<file path="config.mk">
export PLATFORM = sky130hd
export DESIGN_NAME = ahbl_excl_monitor
export DESIGN_NICKNAME = d
export VERILOG_FILES = /design/src/rtl/ahbl_excl_monitor.sv
export SDC_FILE = /design/constraint.sdc
export NUM_CORES = 1
export LEC_CHECK = 0
export ABC_AREA = 1
export ABC_CLOCK_PERIOD_IN_PS = 3350
export BUFFER_PORTS_ARGS = -buffer_cell sky130_fd_sc_hd__buf_2
export CAP_MARGIN = 10
export CORE_MARGIN = 2
export CORE_UTILIZATION = 52
export DETAILED_ROUTE_END_ITERATION = 7
export PLACE_DENSITY = 0.83
export SYNTH_ARGS = -nofsm -noshare
export SYNTH_HDL_FRONTEND = slang
export SYNTH_SLANG_ARGS = --single-unit
</file>
<file path="constraint.sdc">
create_clock -name clk -period 3.35 [get_ports clk]
set_input_delay 0.67 -clock clk [delete_from_list [all_inputs] [get_ports clk]]
set_output_delay 0.67 -clock clk [all_outputs]
set_load 0.01 [all_outputs]
</file>
<file path="src/rtl/ahbl_excl_monitor.sv">
// AHB-Lite exclusive-access monitor: keeps one reservation per master, drops failing
// exclusive stores before they reach the slave and answers them locally with HEXOKAY=0.
module ahbl_excl_monitor #(
    parameter int W_ADDR       = 32,
    parameter int W_DATA       = 32,
    parameter int N_MASTERS    = 2,
    parameter int GRANULE_LOG2 = 2
) (
    input  logic              clk,
    input  logic              rst_n,
    input  logic              src_hready,
    output logic              src_hready_resp,
    output logic              src_hresp,
    input  logic [W_ADDR-1:0] src_haddr,
    input  logic              src_hwrite,
    input  logic [1:0]        src_htrans,
    input  logic [2:0]        src_hsize,
    input  logic [2:0]        src_hburst,
    input  logic [3:0]        src_hprot,
    input  logic              src_hmastlock,
    input  logic [W_DATA-1:0] src_hwdata,
    output logic [W_DATA-1:0] src_hrdata,
    input  logic              src_hexcl,
    input  logic [7:0]        src_hmaster,
    output logic              src_hexokay,
    output logic              dst_hready,
    input  logic              dst_hready_resp,
    input  logic              dst_hresp,
    output logic [W_ADDR-1:0] dst_haddr,
    output logic              dst_hwrite,
    output logic [1:0]        dst_htrans,
    output logic [2:0]        dst_hsize,
    output logic [2:0]        dst_hburst,
    output logic [3:0]        dst_hprot,
    output logic              dst_hmastlock,
    output logic [W_DATA-1:0] dst_hwdata,
    input  logic [W_DATA-1:0] dst_hrdata
);

    localparam int W_TAG = W_ADDR - GRANULE_LOG2;

    typedef enum logic [1:0] {ST_IDLE, ST_PASS, ST_LOCAL} state_t;

    state_t               state;
    logic                 write_p1, excl_p1, fail_p1;
    logic [7:0]           mid_p1;
    logic [W_TAG-1:0]     tag_p1;

    logic [N_MASTERS-1:0] slot_vld, slot_vld_nxt;
    logic [W_TAG-1:0]     slot_tag     [N_MASTERS];
    logic [W_TAG-1:0]     slot_tag_nxt [N_MASTERS];

    logic [W_TAG-1:0]     tag_p0;
    logic                 accept_p0, id_ok_p0, own_hit_p0, fail_p0, fail_wr_p0;
    logic                 pass_done;

    assign tag_p0    = src_haddr[W_ADDR-1:GRANULE_LOG2];
    assign accept_p0 = src_hready && src_htrans[1];
    assign pass_done = (state == ST_PASS) && dst_hready_resp;

    // Next table state from the data phase finishing this cycle (sets and clears)
    always_comb begin
        slot_vld_nxt = slot_vld;
        slot_tag_nxt = slot_tag;
        if (pass_done) begin
            for (int i = 0; i < N_MASTERS; i++) begin
                if (write_p1 && !dst_hresp && slot_tag[i] == tag_p1)
                    slot_vld_nxt[i] = 1'b0;
                if (mid_p1 == 8'(i) && excl_p1) begin
                    if (write_p1) begin
                        slot_vld_nxt[i] = 1'b0;
                    end else if (!dst_hresp) begin
                        slot_vld_nxt[i] = 1'b1;
                        slot_tag_nxt[i] = tag_p1;
                    end
                end
            end
        end else if (state == ST_LOCAL) begin
            for (int i = 0; i < N_MASTERS; i++)
                if (mid_p1 == 8'(i))
                    slot_vld_nxt[i] = 1'b0;
        end
    end

    // Address phase: reservation lookup against the bypassed table
    always_comb begin
        id_ok_p0   = 1'b0;
        own_hit_p0 = 1'b0;
        for (int i = 0; i < N_MASTERS; i++) begin
            if (src_hmaster == 8'(i)) begin
                id_ok_p0   = 1'b1;
                own_hit_p0 = slot_vld_nxt[i] && (slot_tag_nxt[i] == tag_p0);
            end
        end
    end

    assign fail_wr_p0 = src_hexcl && src_hwrite && !own_hit_p0;
    assign fail_p0    = src_hexcl && (src_hwrite ? !own_hit_p0 : !id_ok_p0);

    assign dst_haddr     = src_haddr;
    assign dst_hwrite    = src_hwrite;
    assign dst_htrans    = fail_wr_p0 ? 2'b00 : src_htrans;
    assign dst_hsize     = src_hsize;
    assign dst_hburst    = src_hburst;
    assign dst_hprot     = src_hprot;
    assign dst_hmastlock = src_hmastlock;
    assign dst_hready    = src_hready;
    assign dst_hwdata    = src_hwdata;
    assign src_hrdata    = dst_hrdata;

    always_ff @(posedge clk or negedge rst_n) begin
        if (!rst_n) begin
            state    <= ST_IDLE;
            slot_vld <= '0;
        end else begin
            slot_vld <= slot_vld_nxt;
            if (src_hready) begin
                if (!src_htrans[1])
                    state <= ST_IDLE;
                else if (fail_wr_p0)
                    state <= ST_LOCAL;
                else
                    state <= ST_PASS;
            end
        end
    end

    // Data phase registers
    always_ff @(posedge clk) begin
        slot_tag <= slot_tag_nxt;
        if (accept_p0) begin
            write_p1 <= src_hwrite;
            excl_p1  <= src_hexcl;
            mid_p1   <= src_hmaster;
            tag_p1   <= tag_p0;
            fail_p1  <= fail_p0;
        end
    end

    assign src_hready_resp = (state == ST_PASS) ? dst_hready_resp : 1'b1;
    assign src_hresp       = (state == ST_PASS) ? dst_hresp : 1'b0;
    assign src_hexokay     = pass_done && excl_p1 && !fail_p1 && !dst_hresp;

endmodule
</file>
==> flow_summary.toml, run 1 <==
[worst_setup_path]
startpoint_type = "input pin"
crit_path_start = "dst_hresp"
crit_path_end_kind = "output port"
r2r_slack_ns = 0.73
r2r_cells = 14
path_max_fanout = 5
path_class = "in2out"
rr_endpoint = "fail_p1"
crit_required_ns = 2.68
cp.arrival_ns = 2.82
crit_end = "dst_htrans[0]"
regToRegStartpoint = "mid_p1[6]"

[cts]
hold_buffers = 0
cts-root-buf = "clkbuf_16"
max-clock-path-buffers = 2
htreeDepth = 3
cts_inserted_buffers = 9
cts.clk_slew.worst_paths_ns = 0.07
clk_latency_ns = 0.37
cts_sinks = 105
tritoncts = "done"

[logic_synthesis]
synth_area_um2 = 7250
synth_top_area_share_pct = 20.2
synth_top_area_cell = "nand2_1"
synth_edf_count = 41
syn_inst = 1093
yosys-top-cells-area = "nand2_1 (20%), edfxtp_1 (17%), dfxtp_1 (17%), buf_4 (11%), inv_1 (9.1%)"
ys_types = 35
ys_ff_latch = 105
async_reset_ff_share_pct = 3.81
synthesis.nets = 1217
synthFlopType = "dfxtp_1"
postSynthAreaPerCell_um2 = 6.63
synth_commonest_cells = "nand2_1 (390), inv_1 (175), buf_4 (109), nand3_1 (88), nor2_1 (72)"
yosysWarnings = 0
yosysMostFrequentCell = "nand2_1"
yosysSeqAreaShare_pct = 35.0

[floorplanning]
design.die.area_um2 = 14900
rows = 43
core-area_um2 = 13700
start_util_pct = 52.8
chipWidth_um = 122
die_y_um = 122
io_pins = 238

[worst_hold_path]
hp-class = "in2async"

[final_layout]
diodes = 0
utilization_pct = 58.1
drive_above_1_share_pct = 18.8
nets = 1218
fill_cells = 1226
area.growth.synth_to_final_pct = 9.93
seq_area_um2 = 2530
multi_input_area_um2 = 3270
stdcell_count = 1279

[global_routing]
grt_overflow = 0
grt_pass1_wl_um = 29300
grt.total_usage_pct = 25.7
antenna_found_initial = 0
grt_pass1_vias = 5920
grt_max_degree = 54

[place]
placedCellCount = 1244
io_buffers = 83
gp_congestion = 0.963
dp_hpwl_um = 13100

[outcome]
failed_checks = "setup timing"
outcome = "complete, but fails checks"

[timing]
relSlewSlack_pct = 66.7
slew_violations = 0
fmax_mhz = 287
hold_violations = 0
fin_skew_ns = 0.00742
worst_pin_slew_ns = 0.496
period_share_pct = 104
worst_slack_ns = -0.135
hold_slack_ns = 0.0889
setup_viol = 2
fin_crit_ns = 3.49
rsz0062_at_grt = "true"

[drt]
postRouteAntennaNets = 0
drtIter0Drc = 769
vias = 6957
routed_wl_um = 20400
wire_per_inst_um = 15.9
vias_per_cell = 5.44
drc = 0
drtPass1Iterations = 6

[power]
ir_worst_vdd_mv = 0.322
p_per_area_nw_per_um2 = 365
p_leak_uw = 0.00417

[flow_run]
timing.max_cap.violations = 0
how the worst min path moves through the flow:
stage           startpoint  cells past startpoint           to  slack [ns]
2_1_floorplan        rst_n                      0  slot_vld[0]        0.37
3_3_place_gp   slot_vld[0]                      2  slot_vld[0]        0.45
3_5_place_dp   slot_vld[0]                      2  slot_vld[0]        0.47
4_1_cts              rst_n                      1     state[1]        0.09
5_1_grt              rst_n                      1  slot_vld[1]         0.1
6_report             rst_n                      1     state[0]        0.09
where the power goes:
part / internal, uW / switching (uW)
logic: 126 / 231
registers: 1370 / 42.7
clock network: 597 / 542
total: 2090 / 816
placed cells by master, fill, tap and decap left out, types with 7 or more instances in the layout:
cell / instances
nor2_1: 59
nand3_2: 7
nand4_1: 60
o21ai_1: 12
nand2_2: 27
clkbuf_16: 13
inv_1: 174
nand2_1: 363
nor2_2: 12
xnor2_1: 21
edfxtp_1: 41
dfxtp_1: 60
buf_6: 7
nand3_1: 79
buf_4: 25
buf_2: 83
area by class of cell:
type	count	share of cell area, %
inverters	176	8.29
flip-flops and latches	105	31.8
well taps	180	2.83
clock buffers	9	2.83
clock inverters	7	1.08
repair buffers	127	12.1
multi-input cells	675	41.1
metal layers:
| layer | up-vias | share of wire, % | GRT usage [%] |
|---|---|---|---|
| met3 | 89 | 12 | 7.26 |
| li1 | 3295 | - | - |
| met4 | 0 | 4.7 | 12.6 |
| met5 | - | 0 | 0 |
| met1 | 3108 | 39 | 33.0 |
| met2 | 465 | 45 | 39.8 |
kinds of logic after synthesis:
group	count (synthesis)	synth area share, %
and+or+nand+nor	629	37.7
buffers and inverters	313	22.7
DFF	105	35.0
xor gates and xnor gates	25	3.02
AOI/OAI and AO/OA	21	1.66
stage by stage:
stage / total power (uW) / instance area, um^2 / worst slack [ns] / TNS (ns)
after floorplan: 1740 / 7250 / 0.440 / 0
after global placement: 1760 / 7150 / 0.0817 / 0
after detailed placement: 1770 / 7150 / 0.0468 / 0
after CTS: 2900 / 7600 / -0.0180 / -0.0180
after global routing: 3010 / 7970 / -0.266 / -0.502
final: 2910 / 7970 / -0.135 / -0.251
registers in the layout (all words and copies together) (netlist names):
name      count
slot_tag     60
tag_p1       30
fail_p1       1
state         2
excl_p1       1
mid_p1        8
slot_vld      2
write_p1      1
critical path: stages:
cell and delay (ns):
buf_2 0.10, inv_1 0.08, nand2_2 0.10, nor2_8 0.21
nand3_4 0.15, clkbuf_16 0.20, o21ai_1 0.24, nor2_1 0.07
nor2_1 0.22, nand3b_1 0.16, nor2_1 0.14, nand3_1 0.11
nand3_2 0.10, inv_2 0.04, nor2_1 0.08, buf_2 0.13
repair_timing:
item                       CTS  global route
setup endpoints to repair    2             2
resized for setup           11            58
cloned                       2             6
setup buffers                4             7
pin swaps                    5            23
Note: power is estimated with default switching activity, not from simulation.
==> run 2: changes to the inputs <==
Settings changed: ABC_CLOCK_PERIOD_IN_PS 3350 to unset, RECOVER_POWER set to 100.
==> run 2 against run 1 <==
  * The flow finishes with violations (capacitance limit, slew limit, setup timing)
  * Clock-buffer cell count unchanged
  * Hold slack improved by 0.039 ns
  * Core utilization decreased by 0.33 points
  * Critical path type unchanged
==> flow_summary.toml, run 2 (synthesis results as in run 1) <==
[worst_setup_path]
cp_slowest_stage_delay_ns = 0.24
cp_num_buf_inv = 5
cp.arrival_ns = 2.82
cp_common_cell = "nor2_1"
crit_path_end_kind = "output port"
crit_required_ns = 2.68
startpoint_type = "input pin"
slowest_stage = "o21ai_1"
path_class = "in2out"
path_delay_family = "simple AND/OR/NAND/NOR gates"
cp_cell_sequence = "buf_2 > inv_1 > nand2_2 > nor2_8 > nand3_4 > clkbuf_16 > o21ai_1 > nor2_1 > nor2_1 > nand3b_1 > nor2_1 > nand3_1 > nand3_2 > inv_2 > nor2_1 > buf_2"
path_max_fanout = 5

[drt]
wire_per_inst_um = 15.9
drtIter0Drc = 771
drc = 0
vias_per_cell = 5.44
drtPass1Iterations = 6
vias = 6957
routed_wl_um = 20400
postRouteAntennaNets = 0

[global_routing]
grt.total_usage_pct = 25.7
grt_overflow = 0
grt_max_degree = 54
antenna_found_initial = 0
grt_pass1_wl_um = 29300
grt_pass1_vias = 5920

[timing]
worst_slack_ns = -0.135
setup_viol = 2
tns_ns = -0.251
slew_violations = 22
relSlewSlack_pct = -0.213
fin_skew_ns = 0.00904
hold_violations = 0
fmax_mhz = 287
fin_crit_ns = 3.49
rsz0062_at_grt = "true"
worst_pin_slew_ns = 1.50
period_share_pct = 104

[flow_run]
timing.max_cap.violations = 1

[floorplanning]
core-area_um2 = 13700
rows = 43
design.die.area_um2 = 14900
chipWidth_um = 122
start_util_pct = 52.8
io_pins = 238
die_y_um = 122

[power]
p_leak_uw = 0.00408
ir_worst_vdd_mv = 0.320
p_per_area_nw_per_um2 = 367

[final_layout]
drive_above_1_share_pct = 15.9
diodes = 0
largest_register = "slot_tag"
final_cell_mix = "nand2_1 (363), inv_1 (174), nand3_1 (79)"
stdcell_count = 1279
fill_cells = 1244
final_common_cell = "nand2_1"
area.growth.synth_to_final_pct = 9.31
nets = 1218
largest_reg_flops = 60
largestRegisters = "slot_tag: 60 flops, tag_p1: 30 flops, mid_p1: 8 flops"

[place]
io_buffers = 83
placedCellCount = 1244
gp_congestion = 0.963
dp_hpwl_um = 13100

[cts]
cts_sinks = 105
cts_inserted_buffers = 9
hold_buffers = 0
htreeDepth = 3
cts.clk_slew.worst_paths_ns = 0.07
clk_latency_ns = 0.37
max-clock-path-buffers = 2
tritoncts = "done"
cts-root-buf = "clkbuf_16"

[outcome]
failed_checks = "capacitance limit, slew limit, setup timing"
outcome = "complete, but fails checks"

[worst_hold_path]
hp-class = "in2async"
-- run 2: changes by cell type in the layout (fill, tap and decap cells not counted), sizes merged --
| cell | delta |
|---|---|
| clkbuf | +32 |
| buf | -32 |
-- run 2: cell type report --
cell class                      count  area [um^2]  share of cell area (%)
Timing Repair Buffer              127          917                    11.6
Clock inverter                      7         86.3                    1.09
Inverter                          176          661                    8.34
Sequential cell                   105         2530                    32.0
Clock buffer                        9          225                    2.84
Multi-Input combinational cell    675         3270                    41.3
Tap cell                          180          225                    2.84
-- run 2: path summary, 6_finish.rpt --
check,startpoint,endpoint,slack (ns),depth (start not counted)
max,dst_hresp,dst_htrans[0],-0.14,16
min,rst_n,state[0],0.13,1
max reg2reg,mid_p1[6],fail_p1,0.73,14
min reg2reg,slot_vld[0],slot_vld[0],0.48,2
max in group asynchronous,rst_n,slot_vld[0],3.02,1
min in group clk,slot_vld[0],slot_vld[0],0.48,2
-- run 2: layer usage --
metal	share of wire [%]	GRT usage [%]
met5	0	0
met4	4.9	12.6
met2	45	39.8
met1	39	33.0
met3	12	7.26
-- run 2: repair_timing --
| item | CTS | global route |
|---|---|---|
| endpoints found under the setup margin | 2 | 2 |
| cloned | 2 | 6 |
| buffers inserted | 4 | 7 |
| pin swaps | 5 | 23 |
| gates resized for setup | 11 | 58 |
-- run 2: report_power, final --
part           internal (uW)  switching [uW]  total, uW
Combinational            119             231        350
Sequential              1370            42.8       1410
Clock                    597             543       1140
-- run 2: metrics by stage --
stage,worst slack [ns],util (%),hold WS [ns],total power (uW),cell area (um^2)
after floorplan,0.440,-,0.374,1740,7250
after CTS,-0.0180,55.4,0.0873,2900,7600
final,-0.135,57.7,0.128,2900,7920
after detailed placement,0.0468,52.1,0.466,1770,7150
after global placement,0.0817,52.1,0.452,1760,7150
after global routing,-0.271,57.7,0.143,3000,7920
==> run 3: changes to the inputs <==
--- a/config.mk
+++ b/config.mk
@@ -8,8 +8,8 @@
 export ABC_AREA = 1
-export BUFFER_PORTS_ARGS = -buffer_cell sky130_fd_sc_hd__buf_2
 export CAP_MARGIN = 10
 export CORE_MARGIN = 2
-export CORE_UTILIZATION = 52
+export CORE_UTILIZATION = 53
 export DETAILED_ROUTE_END_ITERATION = 7
-export PLACE_DENSITY = 0.83
+export DONT_BUFFER_PORTS = 1
+export PLACE_DENSITY = 0.69
 export RECOVER_POWER = 100
==> constraint.sdc (replaced) <==
create_clock -name clk -period 3.35 [get_ports clk]
set_input_delay 0.1675 -clock clk [delete_from_list [all_inputs] [get_ports clk]]
set_output_delay 0.1675 -clock clk [all_outputs]
set_load 0.01 [all_outputs]
==> run 3 against run 2 <==
  * The flow finishes with violations (capacitance limit, slew limit)
  * Hold slack worse by 0.11 ns
  * Clock-buffer cell count stayed put
  * Register-to-register slack lost 0.58 ns
  * Worst setup slack gained 0.27 ns
  * Sequential cell count stayed put
  * Die area is 1.8% lower
==> flow_summary.toml, run 3 (synthesis results as in run 1) <==
[worst_setup_path]
cp_common_cell = "inv_1"
cp_num_buf_inv = 4
cp.arrival_ns = 3.04
cp_slowest_stage_delay_ns = 0.57
path_class = "reg2out"
path_delay_family = "simple AND/OR/NAND/NOR gates"
crit_required_ns = 3.18
crit_path_end_kind = "output port"
cp.depth = 15
slowest_stage = "inv_1"
r2r_cells = 16
startpoint_type = "flop"
cp_cell_sequence = "inv_1 > nand3_4 > inv_1 > nand4_1 > nand3_1 > nand2_1 > inv_1 > nand2_1 > nor2_1 > nand2_1 > nor2_1 > nand3_1 > nand3_2 > inv_1 > nor2_1"
path_max_fanout = 15

[timing]
fin_crit_ns = 3.21
rsz0062_at_grt = "false"
fmax_mhz = 311
worst_slack_ns = 0.139
period_share_pct = 95.9
relSlewSlack_pct = -21.9
hold_violations = 0
worst_pin_slew_ns = 1.83
fin_skew_ns = 0.0107
setup_viol = 0
tns_ns = 0
slew_violations = 30

[place]
gp_congestion = 0.976
dp_slack_ns = 0.595
placedCellCount = 1144
placed_area_um2 = 6590
dp_hpwl_um = 13500
io_buffers = 0

[flow_run]
timing.max_cap.violations = 1

[drt]
drtPass1Iterations = 7
drtIter0Drc = 642
routed_wl_um = 19400
wire_per_inst_um = 16.1
postRouteAntennaNets = 0
vias = 6349
drc = 0
vias_per_cell = 5.26

[global_routing]
grt.total_usage_pct = 27.2
grt_pass1_vias = 5833
grt_overflow = 0
grt_pass1_wl_um = 30400
antenna_found_initial = 0
grt_max_degree = 53

[final_layout]
seq_area_um2 = 2530
largestRegisters = "slot_tag: 60 flops, tag_p1: 30 flops, mid_p1: 8 flops"
largest_reg_flops = 60
diodes = 0
drive_above_1_share_pct = 3.98
multi_input_area_um2 = 3070
final_common_cell = "nand2_1"
largest_register = "slot_tag"
stdcell_count = 1206
fill_cells = 1302
area.growth.synth_to_final_pct = 1.73
final_cell_area_um2 = 7370
nets = 1149
final_cell_mix = "nand2_1 (390), inv_1 (175), nand3_1 (88)"

[floorplanning]
chipWidth_um = 121
io_pins = 238
start_util_pct = 54.5
die_y_um = 121
rows = 42
core-area_um2 = 13300
design.die.area_um2 = 14600

[cts]
clk_latency_ns = 0.37
cts-root-buf = "clkbuf_16"
cts_sinks = 105
cts.clk_slew.worst_paths_ns = 0.08
max-clock-path-buffers = 2
cts_inserted_buffers = 9
htreeDepth = 3
tritoncts = "done"

[worst_hold_path]
whs_path_depth = 1
hp-class = "in2reg"

[outcome]
outcome = "complete, but fails checks"
failed_checks = "capacitance limit, slew limit"

[power]
ir_worst_vdd_mv = 0.265
p_leak_uw = 0.00377
p_per_area_nw_per_um2 = 387
totalPowerFinal_uw = 2850
run 3: per-stage QoR:
stage	util [%]	hold slack [ns]
finish	55.4	0.0155
CTS	55.2	0.0108
global route	55.4	0.0268
global placement	49.5	-0.128
floorplan	-	-0.128
detailed placement	49.5	-0.128
run 3: layer usage:
layer	vias to the layer above	global-route usage [%]	routed length, um
met1	2842	36.3	8360
met5	-	0	0
li1	3139	-	-
met2	303	41.6	8430
met3	65	6.30	1820
met4	0	13.2	756
run 3: what timing repair did:
action	4_1_cts	5_1_grt
setup endpoints to repair	0	3
resized for setup	0	3
buffers inserted	0	2
hold buffers	44	0
endpoints found under the hold margin	46	0
run 3: worst paths after layout:
check	to	from	slack, ns
min	fail_p1	src_hwrite	0.02
max	dst_htrans[0]	state[1]	0.14
min reg2reg	slot_tag[39]	slot_tag[39]	0.49
min in group asynchronous	state[1]	rst_n	0.10
max in group asynchronous	slot_vld[0]	rst_n	3.05
max reg2reg	state[0]	state[1]	0.15
run 3: report_power, final:
part	switching [uW]	total, uW	leakage, uW	internal [uW]
sequential	40.5	1410	0.000923	1370
clock	553	1150	0.000156	602
combinational	178	289	0.00269	111
run 3: layout make-up:
class / instances / share of cell area (%)
Clock buffer: 9 / 3.06
Clock inverter: 7 / 1.26
Inverter: 176 / 8.96
Multi-Input combinational cell: 675 / 41.6
Sequential cell: 105 / 34.4
Tap cell: 176 / 2.99
Timing Repair Buffer: 58 / 7.74
run 3: worst register-to-register path, stage by stage (launching register included):
cell           delay, ns
dfrtp_1             0.39
inv_1               0.12
nand3_4             0.13
inv_1               0.57
nand4_1             0.23
nand3_1             0.16
nand2_1             0.07
inv_1               0.05
nand2_1             0.06
nor2_1              0.20
nand2_1             0.09
nor2_1              0.10
nand3_1             0.12
nand3_2             0.15
nand3_1             0.08
dlygate4sd3_1       0.57
nand2_1             0.06
